**config.mk**
```make
export PLATFORM = sky130hd
export DESIGN_NAME = bus_initiator
export DESIGN_NICKNAME = d
export VERILOG_FILES = /design/src/rtl/bus_initiator.sv
export SDC_FILE = /design/constraint.sdc
export NUM_CORES = 1
export LEC_CHECK = 0
export ABC_AREA = 1
export CAP_MARGIN = 20
export CORE_MARGIN = 3
export CORE_UTILIZATION = 67
export CTS_CLUSTER_SIZE = 10
export DETAILED_ROUTE_END_ITERATION = 8
export DONT_BUFFER_PORTS = 1
export PLACE_DENSITY = 0.83
export SYNTH_ARGS = -nofsm -noshare
export SYNTH_HDL_FRONTEND = slang
export SYNTH_SLANG_ARGS = --single-unit
```
**constraint.sdc**
```tcl
create_clock -name clk -period 2.7 [get_ports clk]
set_clock_uncertainty 0.05 [all_clocks]
set_input_delay 0.27 -clock clk [delete_from_list [all_inputs] [get_ports clk]]
set_output_delay 0.27 -clock clk [all_outputs]
set_load 0.01 [all_outputs]
```
**src/rtl/bus_initiator.sv**
```systemverilog
// -----------------------------------------------------------------------------
// bus_initiator
//   Master-side engine for the single-cycle-select peripheral slave bus.
//   One request at a time is taken from a valid/ready client port and is run
//   as one slave access. The result comes back on a valid/ready response port.
//   Misaligned addresses are refused without touching the bus. An access
//   counter stops a dead slave from hanging the client.
//
// Ports
//   clk, rst_n        system clock, asynchronous active-low reset
//   req_*             client request (valid/ready, write, addr, wdata)
//   rsp_*             client response (valid/ready, rdata, err)
//   bus_ss/bus_wr     slave select and write qualifier (registered)
//   bus_addr/bus_wdata access address and write data (registered)
//   bus_rdata/bus_bdone slave read data and done strobe
//   busy              engine is not idle
// -----------------------------------------------------------------------------
module bus_initiator #(
  parameter int ADDR_W  = 32,
  parameter int DATA_W  = 32,
  parameter int TIMEOUT = 16   // 0 = wait for bus_bdone forever
) (
  input  logic              clk,
  input  logic              rst_n,
  input  logic              req_valid,
  output logic              req_ready,
  input  logic              req_write,
  input  logic [ADDR_W-1:0] req_addr,
  input  logic [DATA_W-1:0] req_wdata,
  output logic              rsp_valid,
  input  logic              rsp_ready,
  output logic [DATA_W-1:0] rsp_rdata,
  output logic              rsp_err,
  output logic              bus_ss,
  output logic              bus_wr,
  output logic [ADDR_W-1:0] bus_addr,
  output logic [DATA_W-1:0] bus_wdata,
  input  logic [DATA_W-1:0] bus_rdata,
  input  logic              bus_bdone,
  output logic              busy
);

  typedef enum logic [1:0] {S_IDLE, S_ACCESS, S_RESP} state_e;

  localparam int CNT_W = (TIMEOUT > 1) ? $clog2(TIMEOUT + 1) : 1;

  state_e              state_q, state_d;
  logic [CNT_W-1:0]    cnt_q, cnt_d;
  logic                bus_ss_q, bus_ss_d;
  logic                bus_wr_q, bus_wr_d;
  logic [ADDR_W-1:0]   bus_addr_q, bus_addr_d;
  logic [DATA_W-1:0]   bus_wdata_q, bus_wdata_d;
  logic                rsp_valid_q, rsp_valid_d;
  logic [DATA_W-1:0]   rsp_rdata_q, rsp_rdata_d;
  logic                rsp_err_q, rsp_err_d;

  logic misaligned;
  logic timeout_hit;

  assign misaligned = |req_addr[1:0];

  // The count lags the access by one. Ending the access when the count
  // reads TIMEOUT-1 therefore keeps bus_ss high for exactly TIMEOUT cycles.
  assign timeout_hit = (TIMEOUT != 0) && (cnt_q == CNT_W'(TIMEOUT - 1));

  // ---------------------------------------------------------------------------
  // State and datapath registers
  // ---------------------------------------------------------------------------
  // NOTE: sequential state uses non-blocking assignments only, so every
  // register samples the pre-edge values regardless of process ordering.
  always_ff @(posedge clk or negedge rst_n) begin
    if (!rst_n) begin
      state_q     <= S_IDLE;
      cnt_q       <= '0;
      bus_ss_q    <= 1'b0;
      bus_wr_q    <= 1'b0;
      bus_addr_q  <= '0;
      bus_wdata_q <= '0;
      rsp_valid_q <= 1'b0;
      rsp_rdata_q <= '0;
      rsp_err_q   <= 1'b0;
    end else begin
      state_q     <= state_d;
      cnt_q       <= cnt_d;
      bus_ss_q    <= bus_ss_d;
      bus_wr_q    <= bus_wr_d;
      bus_addr_q  <= bus_addr_d;
      bus_wdata_q <= bus_wdata_d;
      rsp_valid_q <= rsp_valid_d;
      rsp_rdata_q <= rsp_rdata_d;
      rsp_err_q   <= rsp_err_d;
    end
  end

  // ---------------------------------------------------------------------------
  // Next-state logic
  // ---------------------------------------------------------------------------
  always_comb begin
    // NOTE: a default first on every comb-assigned signal prevents latches.
    state_d = state_q;
    unique case (state_q)
      S_IDLE:   if (req_valid) state_d = misaligned ? S_RESP : S_ACCESS;
      S_ACCESS: if (bus_bdone || timeout_hit) state_d = S_RESP;
      S_RESP:   if (rsp_ready) state_d = S_IDLE;
      default:  state_d = S_IDLE;
    endcase
  end

  // ---------------------------------------------------------------------------
  // Registered-output next values
  // ---------------------------------------------------------------------------
  always_comb begin
    cnt_d       = cnt_q;
    bus_ss_d    = bus_ss_q;
    bus_wr_d    = bus_wr_q;
    bus_addr_d  = bus_addr_q;
    bus_wdata_d = bus_wdata_q;
    rsp_valid_d = rsp_valid_q;
    rsp_rdata_d = rsp_rdata_q;
    rsp_err_d   = rsp_err_q;

    unique case (state_q)
      S_IDLE: begin
        if (req_valid) begin
          if (misaligned) begin
            // Refused before reaching the bus. bus_addr keeps its last value.
            rsp_valid_d = 1'b1;
            rsp_err_d   = 1'b1;
            rsp_rdata_d = '0;
          end else begin
            bus_ss_d    = 1'b1;
            bus_wr_d    = req_write;
            bus_addr_d  = req_addr;
            bus_wdata_d = req_wdata;
          end
        end
      end
      S_ACCESS: begin
        cnt_d = cnt_q + 1'b1;
        // bus_bdone is checked first, so it wins when it lands on the
        // timeout edge.
        if (bus_bdone) begin
          bus_ss_d    = 1'b0;
          bus_wr_d    = 1'b0;
          rsp_valid_d = 1'b1;
          rsp_err_d   = 1'b0;
          rsp_rdata_d = bus_wr_q ? '0 : bus_rdata;
        end else if (timeout_hit) begin
          bus_ss_d    = 1'b0;
          bus_wr_d    = 1'b0;
          rsp_valid_d = 1'b1;
          rsp_err_d   = 1'b1;
          rsp_rdata_d = '0;
        end
      end
      S_RESP: begin
        if (rsp_ready) begin
          rsp_valid_d = 1'b0;
          cnt_d       = '0;
        end
      end
      default: ;
    endcase
  end

  assign req_ready = (state_q == S_IDLE);
  assign busy      = (state_q != S_IDLE);
  assign bus_ss    = bus_ss_q;
  assign bus_wr    = bus_wr_q;
  assign bus_addr  = bus_addr_q;
  assign bus_wdata = bus_wdata_q;
  assign rsp_valid = rsp_valid_q;
  assign rsp_rdata = rsp_rdata_q;
  assign rsp_err   = rsp_err_q;

endmodule

```
==> results_dict.tcl <==
set metrics [dict create \
    powerDensity_nw_per_um2 916 \
    cp-start-kind "flop" \
    die_y_um 85.6 \
    crit_chain "ha_1 -> nand2_1 -> nor2_1 -> ha_1 -> nor2_1 -> nand2_2 -> nand3_4 -> nand2_1 -> nand2_1" \
    antenna_found_initial 0 \
    power.switching_mw 1.91 \
    power.share.sequential 0.618 \
    wl_per_cell_um 18.9 \
    maxCapViolations 0 \
    rsz0062_at_grt "false" \
    end_kind "flop" \
    final_nets 656 \
    arrival_ns 2.04 \
    peakVddDrop_uv 657 \
    relSlewSlack 0.573 \
    drv_slew 0 \
    grt_pass1_vias 3741 \
    first_pass_iters 5 \
    fin_setup_tns_ns 0 \
    critical_path.max_stage_delay_ns 0.42 \
    multi_input_area_um2 1380 \
    cts_htree_levels 3 \
    crit_path_max_fanout 35 \
    critical-path-slowest-cell "dfrtp_1" \
    final_hold_viol_count 107 \
    sw_frac_of_total 0.393 \
    ys_seq_area_frac 0.630 \
    initial_core_util 0.705 \
    cts_max_path_buffers 2 \
    drc 0 \
    synthesis.instances 468 \
    holdBufCountCts 90 \
    grt_max_degree 108 \
    synth-seq-cells 107 \
    regArea_um2 2680 \
    fillers 277 \
    p_comb_frac 0.192 \
    synth.area.top_cells "dfrtp_1 63%, nand2_1 26%, nand2_2 1.6%" \
    die_w_um 85.6 \
    gr-total-overflow 0 \
    wl_mm 12.0 \
    cp_top_family "simple AND/OR/NAND/NOR gates" \
    vias 3575 \
    synth.top_cell.area_share 0.630 \
    die_area_um2 7330 \
    cts_root_buffer "clkbuf_8" \
    synth_cell_types 23 \
    critPathRequiredTime_ns 2.90 \
    ioPinCount 204 \
    critPathBufInv 0 \
    failed_checks "hold timing" \
    yosysWarnings 0 \
    grtUsageTotal 0.333 \
    cts.sinks 107 \
    power.share.clock 0.191 \
    io_buffers 0 \
    syn_nets 572 \
    yosysTopAreaCell "dfrtp_1" \
    total_power_mw 4.86 \
    power_leakage_nw 2.85 \
    place_congestion 0.806 \
    reg2reg_from "cnt_q[0]" \
    tightest_slew_ns 0.640 \
    clock_latency_ns 0.35 \
    grt_pass1_wl_mm 18.7 \
    antenna_cells 0 \
    outcome "complete, but fails checks" \
    core_um2 6030 \
    vias_per_cell 5.66 \
    timing.hold.ws_ns -0.453 \
    fmax_mhz 544 \
    crit_type "reg2reg" \
    cp_common_cell "nand2_1" \
    finalCritPeriodShare 0.680 \
    synthToLayoutAreaGrowth_pct 24.9 \
    fin_crit_ns 1.84 \
    cp-startpoint "cnt_q[0]" \
    cts_tree "done" \
    setup_violations 0 \
    row_count 28 \
    hpwlAfterDp_mm 6.36 \
    path_clk_slew_ns 0.10 \
    cts_buffers 9 \
    ant_nets 0 \
    drive_gt1_frac 0.0682 \
    drtIter0Drc 268 \
    p_int_mw 2.95 \
    hold_path_class "in2async" \
    syn_avg_cell_area_um2 9.08 \
    synthesis.area_um2 4250 \
]
[Yosys cell counts, drive strengths merged]
library cell,n
o22ai,1
nor2,11
o21ai,3
dfrtp,107
nand3,7
ha,2
buf,18
nand2,302
a21oi,2
clkbuf,1
o31ai,1
inv,11
nand4,2
[kinds of logic after synthesis]
family	after synthesis	synth area share
and+or+nand+nor	322	0.309
adders and majority gates	2	0.00589
AOI/OAI and AO/OA	7	0.00913
DFF	107	0.630
buffers and inverters	30	0.0456
[power by group through the flow]
stage	logic, mW	clock network [mW]	registers, mW
2_1_floorplan	0.670	0	2.81
3_3_place_gp	0.693	0	2.97
3_5_place_dp	0.760	0	2.97
4_1_cts	0.857	0.924	2.96
5_1_grt	1.06	0.994	3.06
6_report	0.933	0.928	3.00
[per-stage QoR]
step	instance area (um^2)	worst slack (ns)	hold slack, ns	util	std cells
3_3_place_gp	4220	0.982	-0.0734	0.700	526
6_report	5310	0.863	-0.453	0.881	632
5_1_grt	5310	0.715	-0.462	0.881	632
3_5_place_dp	4220	0.903	-0.0730	0.700	526
2_1_floorplan	4250	1.14	-0.0756	-	468
4_1_cts	5310	0.897	-0.461	0.881	632
[placed cells by master, fill, tap and decap left out, types with 2 or more instances in the layout]
master,instances
inv_1,9
dfrtp_1,107
clkbuf_8,11
nor2_1,7
nand2_1,290
nand2_2,11
clkinv_4,2
dlygate4sd3_1,90
o21ai_0,3
clkinvlp_4,2
nand3_1,5
nand4_1,2
nor2_4,3
inv_2,2
a21oi_1,2
ha_1,2
[per-layer routing]
metal / wire [um] / up-vias / global-route usage
li1: - / 1582 / -
met1: 4080 / 1711 / 0.383
met2: 6280 / 235 / 0.576
met3: 1120 / 47 / 0.0951
met4: 485 / 0 / 0.157
met5: 0 / - / 0
[worst paths after layout]
kind                                  to  slack [ns]  depth (start not counted)
setup reg to reg           rsp_rdata[10]        0.86                          9
hold / removal              bus_wdata[0]       -0.45                          0
setup / recovery           rsp_rdata[10]        0.86                          9
min in group clk           bus_wdata[17]           0                          2
hold reg to reg                 cnt_q[0]        0.49                          1
max in group asynchronous  bus_wdata[25]        2.87                          0
[what timing repair did]
action | 4_1_cts | 5_1_grt
resized for setup | 0 | 0
buffers inserted | 0 | 0
endpoints found under the hold margin | 197 | 107
[final cells by class]
type | instances | area share
tap | 75 | 0.0177
clock buffer | 11 | 0.0285
multi-input combinational | 331 | 0.260
timing repair buffer | 92 | 0.175
sequential | 107 | 0.504
inverter | 11 | 0.00778
clock inverter | 5 | 0.00707
[flip-flops by register name, summed over array words and instances, names as in the netlist]
signal     count
cnt_q          5
bus_ss         1
rsp_rdata     32
bus_wr         1
rsp_valid      1
state_q        2
bus_wdata     32
bus_addr      32
rsp_err        1
No activity file was read; power rests on OpenSTA's default activity.
==> edit, RTL diff (same settings) <==
Make the reset (`rst_n`) synchronous in one clocked block. Comments in the files are not updated.
--- a/src/rtl/bus_initiator.sv
+++ b/src/rtl/bus_initiator.sv
@@ -68,7 +68,7 @@
   // ---------------------------------------------------------------------------
   // NOTE: sequential state uses non-blocking assignments only, so every
   // register samples the pre-edge values regardless of process ordering.
-  always_ff @(posedge clk or negedge rst_n) begin
+  always_ff @(posedge clk) begin
     if (!rst_n) begin
       state_q     <= S_IDLE;
       cnt_q       <= '0;
Behaviour: differs if rst_n is asserted again (counterexample within 4 cycles, from zero or initial values and one cycle with rst_n low); with rst_n held inactive, the same outputs for 4 cycles.
==> edit against the original RTL <==
Utilization decreased by 5.2 points; design area is 12% lower; via count decreased by 0.78%; synthesized cell count up 5.8%; die area shrank 6.7%; critical path depth shrank 1; sequential cell count stayed put; routed wire length fell by 7.0%; area after synthesis decreased by 7.2%; hold slack better by 0.46 ns; worst setup slack got worse by 0.46 ns; highest routed layer unchanged.
Power is not compared: it rests on default switching activity, and its combinational part moved more than twofold at a synthesized area within 25%.
==> edit: results (changes against the original RTL) <==
- Share of cells above drive strength 1: 6.80% (-0.021 points)
- Routed WL: 11.1 mm (-7.0%)
- Vias in the first global route: 3232 (-14%)
- Synth area leaders: dfxtp_1 (54%), nor2_1 (13%), nand2_1 (8.2%)
- Synth Net Count: 599 (+4.7%)
- Placed insts: 540 (+2.7%)
- CTS Hold Bufs: 59 (-34%)
- Met1 GRT Util: 33.8% (-4.4 points)
- FILL cells: 333 (+20%)
- Post-synth cell types: 21 (-8.7%)
- Largest net degree at the start of global routing: 64 (-41%)
- Area after DPL: 3850 um^2 (-8.7%)
- Register area share after synthesis: 54.3% (-8.7 points)
- Worst slew margin: 56.4% (-0.91 points)
- Post-synth ARST share: 0% (-100 points)
- Cell mode on critical path: nor2_1
- Hold Crit Class: input pin to register
- Post-synthesis compound-gate area fraction: 14.3% (+13 points)
- Slowest cell on the critical path: dlygate4sd3_1
- Met2 usage: 51.5% (-6.1 points)
- Post-synthesis mux area share: 0% (unchanged)
- CP peak stage delay: 0.56 ns (+0.14 ns)
- Arr. time, crit path: 2.56 ns (+0.52 ns)
- Final GP Congestion: 0.742 (-7.9%)
- DRT Pass-1 Iters: 5 (unchanged)
- Reg2Reg Setup Slack: 0.40 ns (-0.46 ns)
- GR Util met3: 11.7% (+2.2 points)
- Hpwl dp: 6.13 mm (-3.5%)
- Drt initial violations: 271 (+1.1%)
- Gate Count Post-Synth: 495 (+5.8%)
- Status: completed
- Synth cell count leaders: nor2_1 (133), dfxtp_1 (107), nand2_1 (86)
- Critical Path Fanout Max: 62 (+77%)
- Fraction of synthesized cell area in xor and xnor cells: 0% (unchanged)
- Per-cell routed wire length: 18.1 um (-4.6%)
- Vias: 3547 (-0.78%)
- Fin nets: 643 (-2.0%)
- Fin Hold WS: 0.00836 ns (+0.461 ns)
- First-pass GRT wire length: 15.6 mm (-16%)
- Total GRT Usage: 30.5% (-2.8 points)
- R2r startpoint: state_q[1]
- Post-Synth Adder-Cell Area: 0.634% (+0.045 points)
[edit: worst paths after layout]
kind	endpoint	cells past startpoint
worst max-delay path	bus_addr[23]	8
worst min-delay path	bus_addr[5]	2
worst max register to register	bus_addr[23]	8
worst min register to register	cnt_q[4]	2
[edit: power by group through the flow]
stage | logic (mW) | registers, mW | clock network [mW]
after floorplan | 0.156 | 1.73 | 0
after global placement | 0.146 | 1.75 | 0
after detailed placement | 0.154 | 1.75 | 0
after CTS | 0.237 | 1.71 | 0.949
after global routing | 0.275 | 1.72 | 1.00
final | 0.250 | 1.72 | 0.949
[edit: metal layers]
layer  vias up  wire length, um
met5         -                0
li1       1654                -
met1      1635             3890
met4         0              314
met3        32             1330
met2       226             5590
[edit: cell type report]
type	instances	share of cell area [%]
clock buffer	12	2.91
clock inverter	4	1.10
inverter	15	1.21
multi-input combinational	343	33.2
sequential	107	46.1
tap	72	1.94
timing repair buffer	63	13.6
[edit: critical path, delay by kind of cell (launching register included)]
kind	cells	cell delay [ns]
and+or+nand+nor	5	0.51
DFF	1	0.49
buffers and inverters	3	1.16
[edit: metrics by stage]
step                total power [mW]  worst slack (ns)  util (%)
global route                    3.00             0.280      82.9
detailed placement              1.90             0.672      68.7
global placement                1.89             0.752      68.7
finish                          2.91             0.404      82.9
CTS                             2.90             0.489      82.7
floorplan                       1.89              1.17         -
[edit: cells by family after synthesis]
logic type               count (synthesis)
buffers and inverters                   45
AO/OA/AOI/OAI                          106
AND/OR/NAND/NOR                        235
adder cells (fa/ha/maj)                  2
flip-flops                             107
